**src/rtl/ex_muldiv_unit.sv**
```systemverilog
// RV32M multiply/divide execute unit running beside the single-cycle EX stage.
// Stalls the pipeline through hold_flag_o and writes the result back as a one-cycle strobe.
//
// state | meaning
// IDLE  | waiting for start_i from EX decode
// MUL   | product travelling through the multiplier pipeline
// DIV   | restoring divide iterations, then the sign-fixup cycle
// DONE  | result valid, rd_wen_o strobes unless flushed or rd = x0
module ex_muldiv_unit #(
    parameter int XLEN       = 32,
    parameter int MUL_CYCLES = 2,
    parameter int DIV_BITS   = 1
) (
    input  logic            clk,
    input  logic            rst_n,
    input  logic            start_i,
    input  logic [2:0]      funct3_i,
    input  logic [XLEN-1:0] op1_i,
    input  logic [XLEN-1:0] op2_i,
    input  logic [4:0]      rd_addr_i,
    input  logic            flush_i,
    output logic            busy_o,
    output logic            hold_flag_o,
    output logic [XLEN-1:0] rd_data_o,
    output logic [4:0]      rd_addr_o,
    output logic            rd_wen_o
);

    localparam int DIV_ITERS = XLEN / DIV_BITS;
    localparam int CNT_W     = $clog2(DIV_ITERS + 1);
    localparam int MUL_LOAD  = (MUL_CYCLES > 1) ? MUL_CYCLES - 2 : 0;
    localparam int PIPE_D    = (MUL_CYCLES > 1) ? MUL_CYCLES - 1 : 1;

    typedef enum logic [1:0] {
        S_IDLE = 2'd0,
        S_MUL  = 2'd1,
        S_DIV  = 2'd2,
        S_DONE = 2'd3
    } state_t;

    state_t state_q, state_d;

    logic [1:0]                   f3_q;
    logic [4:0]                   rd_addr_q;
    logic [XLEN-1:0]              quo_q, rem_q, dvs_q, result_q;
    logic                         neg_quo_q, neg_rem_q;
    logic [CNT_W-1:0]             cnt_q;
    logic [PIPE_D-1:0][2*XLEN-1:0] prod_q;

    logic            accept, is_div, div_signed, div_zero, div_ovf, special;
    logic [XLEN-1:0] special_res, op1_abs, op2_abs;
    logic [XLEN-1:0] quo_nxt, rem_nxt, quo_fix, rem_fix, div_result;
    logic [2*XLEN-1:0] mul_a, mul_b, prod_comb, prod_final;
    logic [1:0]      mul_f3;
    logic [XLEN-1:0] mul_result;

    assign accept     = start_i & (state_q == S_IDLE) & ~flush_i;
    assign is_div     = funct3_i[2];
    assign div_signed = ~funct3_i[0];
    assign div_zero   = (op2_i == '0);
    assign div_ovf    = div_signed & (op1_i == {1'b1, {(XLEN-1){1'b0}}}) & (op2_i == '1);
    assign special    = is_div & (div_zero | div_ovf);

    always_comb begin
        special_res = '0;
        if (div_zero)
            special_res = funct3_i[1] ? op1_i : '1;
        else
            special_res = funct3_i[1] ? '0 : op1_i;
    end

    assign op1_abs = (div_signed & op1_i[XLEN-1]) ? -op1_i : op1_i;
    assign op2_abs = (div_signed & op2_i[XLEN-1]) ? -op2_i : op2_i;

    // Operands sign- or zero-extended to 2*XLEN so one unsigned multiply covers all four ops.
    assign mul_a = {{XLEN{op1_i[XLEN-1] & (funct3_i[1:0] != 2'b11)}}, op1_i};
    assign mul_b = {{XLEN{op2_i[XLEN-1] & (funct3_i[1:0] == 2'b01)}}, op2_i};
    assign prod_comb = mul_a * mul_b;

    // A single-cycle multiply captures straight from the inputs at the start edge.
    assign prod_final = (MUL_CYCLES == 1) ? prod_comb : prod_q[PIPE_D-1];
    assign mul_f3     = (MUL_CYCLES == 1) ? funct3_i[1:0] : f3_q;
    assign mul_result = (mul_f3 == 2'b00) ? prod_final[XLEN-1:0] : prod_final[2*XLEN-1:XLEN];

    always_comb begin
        logic [XLEN:0]   t;
        logic [XLEN-1:0] r, q;
        r = rem_q;
        q = quo_q;
        t = '0;
        for (int i = 0; i < DIV_BITS; i++) begin
            t = {r, q[XLEN-1]};
            q = {q[XLEN-2:0], 1'b0};
            if (t >= {1'b0, dvs_q}) begin
                t    = t - {1'b0, dvs_q};
                q[0] = 1'b1;
            end
            r = t[XLEN-1:0];
        end
        quo_nxt = q;
        rem_nxt = r;
    end

    assign quo_fix    = neg_quo_q ? -quo_q : quo_q;
    assign rem_fix    = neg_rem_q ? -rem_q : rem_q;
    assign div_result = f3_q[1] ? rem_fix : quo_fix;

    always_ff @(posedge clk or negedge rst_n) begin
        if (!rst_n)
            state_q <= S_IDLE;
        else
            state_q <= state_d;
    end

    always_comb begin
        state_d     = state_q;
        busy_o      = 1'b0;
        rd_wen_o    = 1'b0;
        hold_flag_o = 1'b0;
        case (state_q)
            S_IDLE: begin
                if (accept) begin
                    if (special)
                        state_d = S_DONE;
                    else if (is_div)
                        state_d = S_DIV;
                    else if (MUL_CYCLES == 1)
                        state_d = S_DONE;
                    else
                        state_d = S_MUL;
                end
            end
            S_MUL, S_DIV: begin
                busy_o = 1'b1;
                if (cnt_q == '0)
                    state_d = S_DONE;
            end
            S_DONE: begin
                state_d  = S_IDLE;
                rd_wen_o = ~flush_i & (rd_addr_q != 5'd0);
            end
            default: state_d = S_IDLE;
        endcase
        if (flush_i)
            state_d = S_IDLE;
        hold_flag_o = accept | busy_o;
    end

    always_ff @(posedge clk or negedge rst_n) begin
        if (!rst_n) begin
            f3_q      <= '0;
            rd_addr_q <= '0;
            quo_q     <= '0;
            rem_q     <= '0;
            dvs_q     <= '0;
            result_q  <= '0;
            neg_quo_q <= 1'b0;
            neg_rem_q <= 1'b0;
            cnt_q     <= '0;
            prod_q    <= '0;
        end else begin
            prod_q[0] <= prod_comb;
            for (int i = 1; i < PIPE_D; i++)
                prod_q[i] <= prod_q[i-1];

            if (accept) begin
                f3_q      <= funct3_i[1:0];
                rd_addr_q <= rd_addr_i;
                quo_q     <= op1_abs;
                dvs_q     <= op2_abs;
                rem_q     <= '0;
                neg_quo_q <= div_signed & (op1_i[XLEN-1] ^ op2_i[XLEN-1]);
                neg_rem_q <= div_signed & op1_i[XLEN-1];
                cnt_q     <= is_div ? CNT_W'(DIV_ITERS) : CNT_W'(MUL_LOAD);
                if (special)
                    result_q <= special_res;
                else if (!is_div && MUL_CYCLES == 1)
                    result_q <= mul_result;
            end else if (state_q == S_MUL) begin
                if (cnt_q == '0)
                    result_q <= mul_result;
                else
                    cnt_q <= cnt_q - CNT_W'(1);
            end else if (state_q == S_DIV) begin
                // Counter at zero marks the sign-fixup cycle after the last iteration.
                if (cnt_q == '0) begin
                    result_q <= div_result;
                end else begin
                    quo_q <= quo_nxt;
                    rem_q <= rem_nxt;
                    cnt_q <= cnt_q - CNT_W'(1);
                end
            end
        end
    end

    assign rd_data_o = result_q;
    assign rd_addr_o = rd_addr_q;

endmodule

```
**config.mk**
```make
export PLATFORM = sky130hd
export DESIGN_NAME = ex_muldiv_unit
export DESIGN_NICKNAME = d
export VERILOG_FILES = /design/src/rtl/ex_muldiv_unit.sv
export SDC_FILE = /design/constraint.sdc
export NUM_CORES = 2
export LEC_CHECK = 0
export CORE_UTILIZATION = 50
export DETAILED_ROUTE_END_ITERATION = 10
export PLACE_DENSITY = 0.69
export SLEW_MARGIN = 40
export SYNTH_ARGS = -nofsm -noshare
export SYNTH_HDL_FRONTEND = slang
export SYNTH_SLANG_ARGS = --single-unit
```
**constraint.sdc**
```tcl
create_clock -name clk -period 4.3 [get_ports clk]
set_input_delay 1.075 -clock clk [delete_from_list [all_inputs] [get_ports clk]]
set_output_delay 1.075 -clock clk [all_outputs]
set_load 0.05 [all_outputs]
```
==> qor.yml <==
status: "complete, but fails checks"
violations: "negative setup slack"
clock_insertion_delay_worst_skew_ps: 550
critPathLaunchType: "primary input"
grt_antenna_before_repair: 13
timing_max_transition_violations_final: 0
cts_htree_levels: 1
cpPeakStageDelay_ps: 620
cts_made_buffers: 26
dieWidth_um: 323
ff_latch_count_synth: 209
layout.nets: 7841
yosys_most_used_dff: "sky130_fd_sc_hd__dfrtp_1"
grt_first_pass_wirelength_um: 273000
fin_ws_ps: -3920
ios: 116
detail_route.wl_per_cell_um: 22.9
rows: 117
detail-route-antenna-nets: 0
synthesis.area_mm2: 0.0514
numPortBuffers: 115
worst_path_most_repeated_cell: "sky130_fd_sc_hd__fa_1"
worst-endpoint-required_ps: 4730
fmax_mhz: 122
preCtsSetupSlack_ps: -4940
initial_core_util: 0.504
finish.instance_area_mm2: 0.0637
crit_slowest_cell: "sky130_fd_sc_hd__fa_2"
final.min_clock_period_ps: 8220
synth_nets: 7327
maximum_number_of_pins_on_one_net_before_global_route_repair: 103
cts_tree: "built"
area.growth.synth_to_final_pct: 24.0
arrival_ps: 8650
rsz0062_at_grt: "true"
violation_count_after_the_first_detailed_routing_iteration: 4128
routed-via-count: 43400
timing.setup.critical_path_class: "in -> reg"
post_dp_cell_area_mm2: 0.0590
cp_max_fo: 8
cp-end-kind: "flop"
worstMarginPinSlew_ps: 798
detail_route.vias_per_cell: 5.58
synth_enable_flop_cells: 0
grt-ovfl-total: 0
setup-tns-final_ps: -172860
final.hold.worst_slack_ps: 399
relSlewSlack: 0.463
synth_cell_types: 70
routabilityCongestion: 0.982
hp-class: "in -> async"
synth_area_per_cell_um2: 8.75
critical-path-top-delay-family: "adder cells"
grt_usage: 0.350
clock-root-buffer: "sky130_fd_sc_hd__clkbuf_16"
path_clk_slew_ps: 60
sequential_cell_area_mm2: 0.00523
syn_inst: 5869
worst-path-buf-inv: 9
die_area_mm2: 0.104
r2r-start: "quo_q[31]"
layout_worst_path_cycle_share: 1.91
hold_viol: 0
drc_errors: 0
wirelength_um: 178000
drt-pass1-iter-count: 6
chipHeight_um: 323
via_count_of_the_first_global_routing_pass: 45900
yosys_warnings: 0
setup_violations: 59
worst_clock_skew_ps: 18.1
core-area_mm2: 0.102
ys_seq_area_frac: 0.102
synth_async_sr_flop_share: 1.00
clock_tree.buffer_depth: 3
worst-r2r-setup-slack_ps: 460
reg2regPathDepth: 14
number_of_clock_sinks_seen_by_cts: 209
final.fill_count: 8303
maxCapViolations: 0
post_route_cells_drive_above_1_share: 0.196
crit-reg2reg-capture: "rem_q[30]"
multi_input_comb_area_mm2: 0.0425
place.detailed.hpwl_um: 138000
ctsHoldBuffers: 0
==> cells in the mapped netlist, types with 4 or more instances <==
cell / n / area, um^2
sky130_fd_sc_hd__a211oi_1: 30 / 225
sky130_fd_sc_hd__a21o_1: 40 / 300
sky130_fd_sc_hd__a21oi_1: 150 / 751
sky130_fd_sc_hd__a221oi_1: 7 / 61.3
sky130_fd_sc_hd__a22oi_1: 6 / 45.0
sky130_fd_sc_hd__a31oi_1: 37 / 231
sky130_fd_sc_hd__a32oi_1: 7 / 61.3
sky130_fd_sc_hd__and2_1: 334 / 2090
sky130_fd_sc_hd__and3_1: 10 / 62.6
sky130_fd_sc_hd__buf_1: 85 / 319
sky130_fd_sc_hd__buf_2: 12 / 60.1
sky130_fd_sc_hd__clkbuf_1: 254 / 953
sky130_fd_sc_hd__dfrtp_1: 209 / 5230
sky130_fd_sc_hd__fa_1: 1126 / 22500
sky130_fd_sc_hd__ha_1: 256 / 3200
sky130_fd_sc_hd__inv_1: 1245 / 4670
sky130_fd_sc_hd__mux2i_1: 35 / 350
sky130_fd_sc_hd__nand2_1: 1020 / 3830
sky130_fd_sc_hd__nand2b_1: 29 / 181
sky130_fd_sc_hd__nand3_1: 48 / 240
sky130_fd_sc_hd__nand3b_1: 4 / 30.0
sky130_fd_sc_hd__nand4_1: 24 / 150
sky130_fd_sc_hd__nor2_1: 203 / 762
sky130_fd_sc_hd__nor2b_1: 17 / 106
sky130_fd_sc_hd__nor3_1: 28 / 140
sky130_fd_sc_hd__nor3b_1: 8 / 60.1
sky130_fd_sc_hd__nor4_1: 20 / 125
sky130_fd_sc_hd__o211ai_1: 46 / 345
sky130_fd_sc_hd__o21a_1: 12 / 90.1
sky130_fd_sc_hd__o21ai_0: 177 / 886
sky130_fd_sc_hd__o21bai_1: 20 / 150
sky130_fd_sc_hd__o22ai_1: 4 / 25.0
sky130_fd_sc_hd__o31ai_1: 40 / 300
sky130_fd_sc_hd__o41ai_1: 14 / 123
sky130_fd_sc_hd__or2_2: 6 / 37.5
sky130_fd_sc_hd__or3_1: 11 / 68.8
sky130_fd_sc_hd__or4_1: 17 / 128
sky130_fd_sc_hd__xnor2_1: 131 / 1150
sky130_fd_sc_hd__xor2_1: 89 / 780
==> sequential cells by signal, summed over array words and instances (netlist names) <==
signal / flops
cnt_q: 6
dvs_q: 32
f3_q: 2
neg_quo_q: 1
neg_rem_q: 1
prod_final: 64
quo_q: 32
rd_addr_o: 5
rd_data_o: 32
rem_q: 32
state_q: 2
==> metal layers <==
metal  wire, um  share of wire  up-vias  GRT usage
li1           -              -    18600          -
met1      66500           0.37    22000      0.452
met2      80600           0.45     2272      0.547
met3      19800           0.11      517     0.0891
met4      11400          0.064       10      0.176
met5        162        0.00091        -          0
==> cell families (layout without fill, tap and decap cells) <==
logic type	count (synthesis)	in the layout	synth area share
simple gates	1793	1793	0.159
buf+inv	1601	2135	0.117
fa+ha+maj	1382	1382	0.501
compound gates	627	627	0.0762
xor+xnor	220	220	0.0375
flops	209	209	0.102
mux	37	37	0.00726
other cells	0	7	0
==> layout make-up <==
type | count | area share
antenna | 7 | 0.000275
inverter | 1246 | 0.0737
clock buffer | 37 | 0.0117
clock inverter | 11 | 0.00139
tap | 1368 | 0.0269
sequential | 209 | 0.0821
multi-input combinational | 4059 | 0.667
timing repair buffer | 841 | 0.137
==> timing repair <==
action / in CTS / in global routing
endpoints found under the setup margin: 59 / 59
gates resized for setup: 497 / 172
pin swaps: 242 / 167
gates cloned: 21 / 0
buffers inserted: 113 / 47
==> worst max-delay path by stage <==
stage                     slack, ps   startpoint             end  cells past startpoint
after floorplan               -4000    op1_i[31]  prod_final[60]                     26
after global placement        -4850    op1_i[31]  prod_final[61]                     26
after detailed placement      -4940    op1_i[31]  prod_final[61]                     26
after CTS                     -3880  funct3_i[0]  prod_final[63]                     32
after global routing          -4090    op1_i[31]  prod_final[60]                     28
final                         -3920    op1_i[31]  prod_final[63]                     30
==> metrics by stage <==
step / utilization / instances
final: 0.625 / 7778
after CTS: 0.617 / 7749
after detailed placement: 0.579 / 7578
after global routing: 0.625 / 7774
after floorplan: - / 5869
after global placement: 0.579 / 7578
==> layout by cell type (no fill, tap or decap), types with 24 or more instances in the layout <==
cell type and n:
sky130_fd_sc_hd__mux2i_1 35, sky130_fd_sc_hd__fa_1 1078, sky130_fd_sc_hd__a31oi_1 34, sky130_fd_sc_hd__and2_4 41, sky130_fd_sc_hd__xor2_1 84, sky130_fd_sc_hd__fa_2 48
sky130_fd_sc_hd__clkbuf_16 28, sky130_fd_sc_hd__o21ai_0 154, sky130_fd_sc_hd__o31ai_1 37, sky130_fd_sc_hd__buf_4 520, sky130_fd_sc_hd__xnor2_2 24, sky130_fd_sc_hd__nand2_1 990
sky130_fd_sc_hd__buf_6 118, sky130_fd_sc_hd__and2_1 293, sky130_fd_sc_hd__nand3_1 48, sky130_fd_sc_hd__clkdlybuf4s50_1 48, sky130_fd_sc_hd__ha_1 190, sky130_fd_sc_hd__xnor2_1 105
sky130_fd_sc_hd__ha_4 65, sky130_fd_sc_hd__nor3_1 24, sky130_fd_sc_hd__a21oi_1 115, sky130_fd_sc_hd__o211ai_1 46, sky130_fd_sc_hd__nand2b_1 26, sky130_fd_sc_hd__nand4_1 24
sky130_fd_sc_hd__a21o_1 39, sky130_fd_sc_hd__dfrtp_1 208, sky130_fd_sc_hd__inv_1 1186, sky130_fd_sc_hd__nor2_1 180, sky130_fd_sc_hd__inv_2 54, sky130_fd_sc_hd__buf_12 101
Power is left out: the tool's default activity adds up to more than one toggle a clock period on the data nets, which glitch-free logic cannot reach.
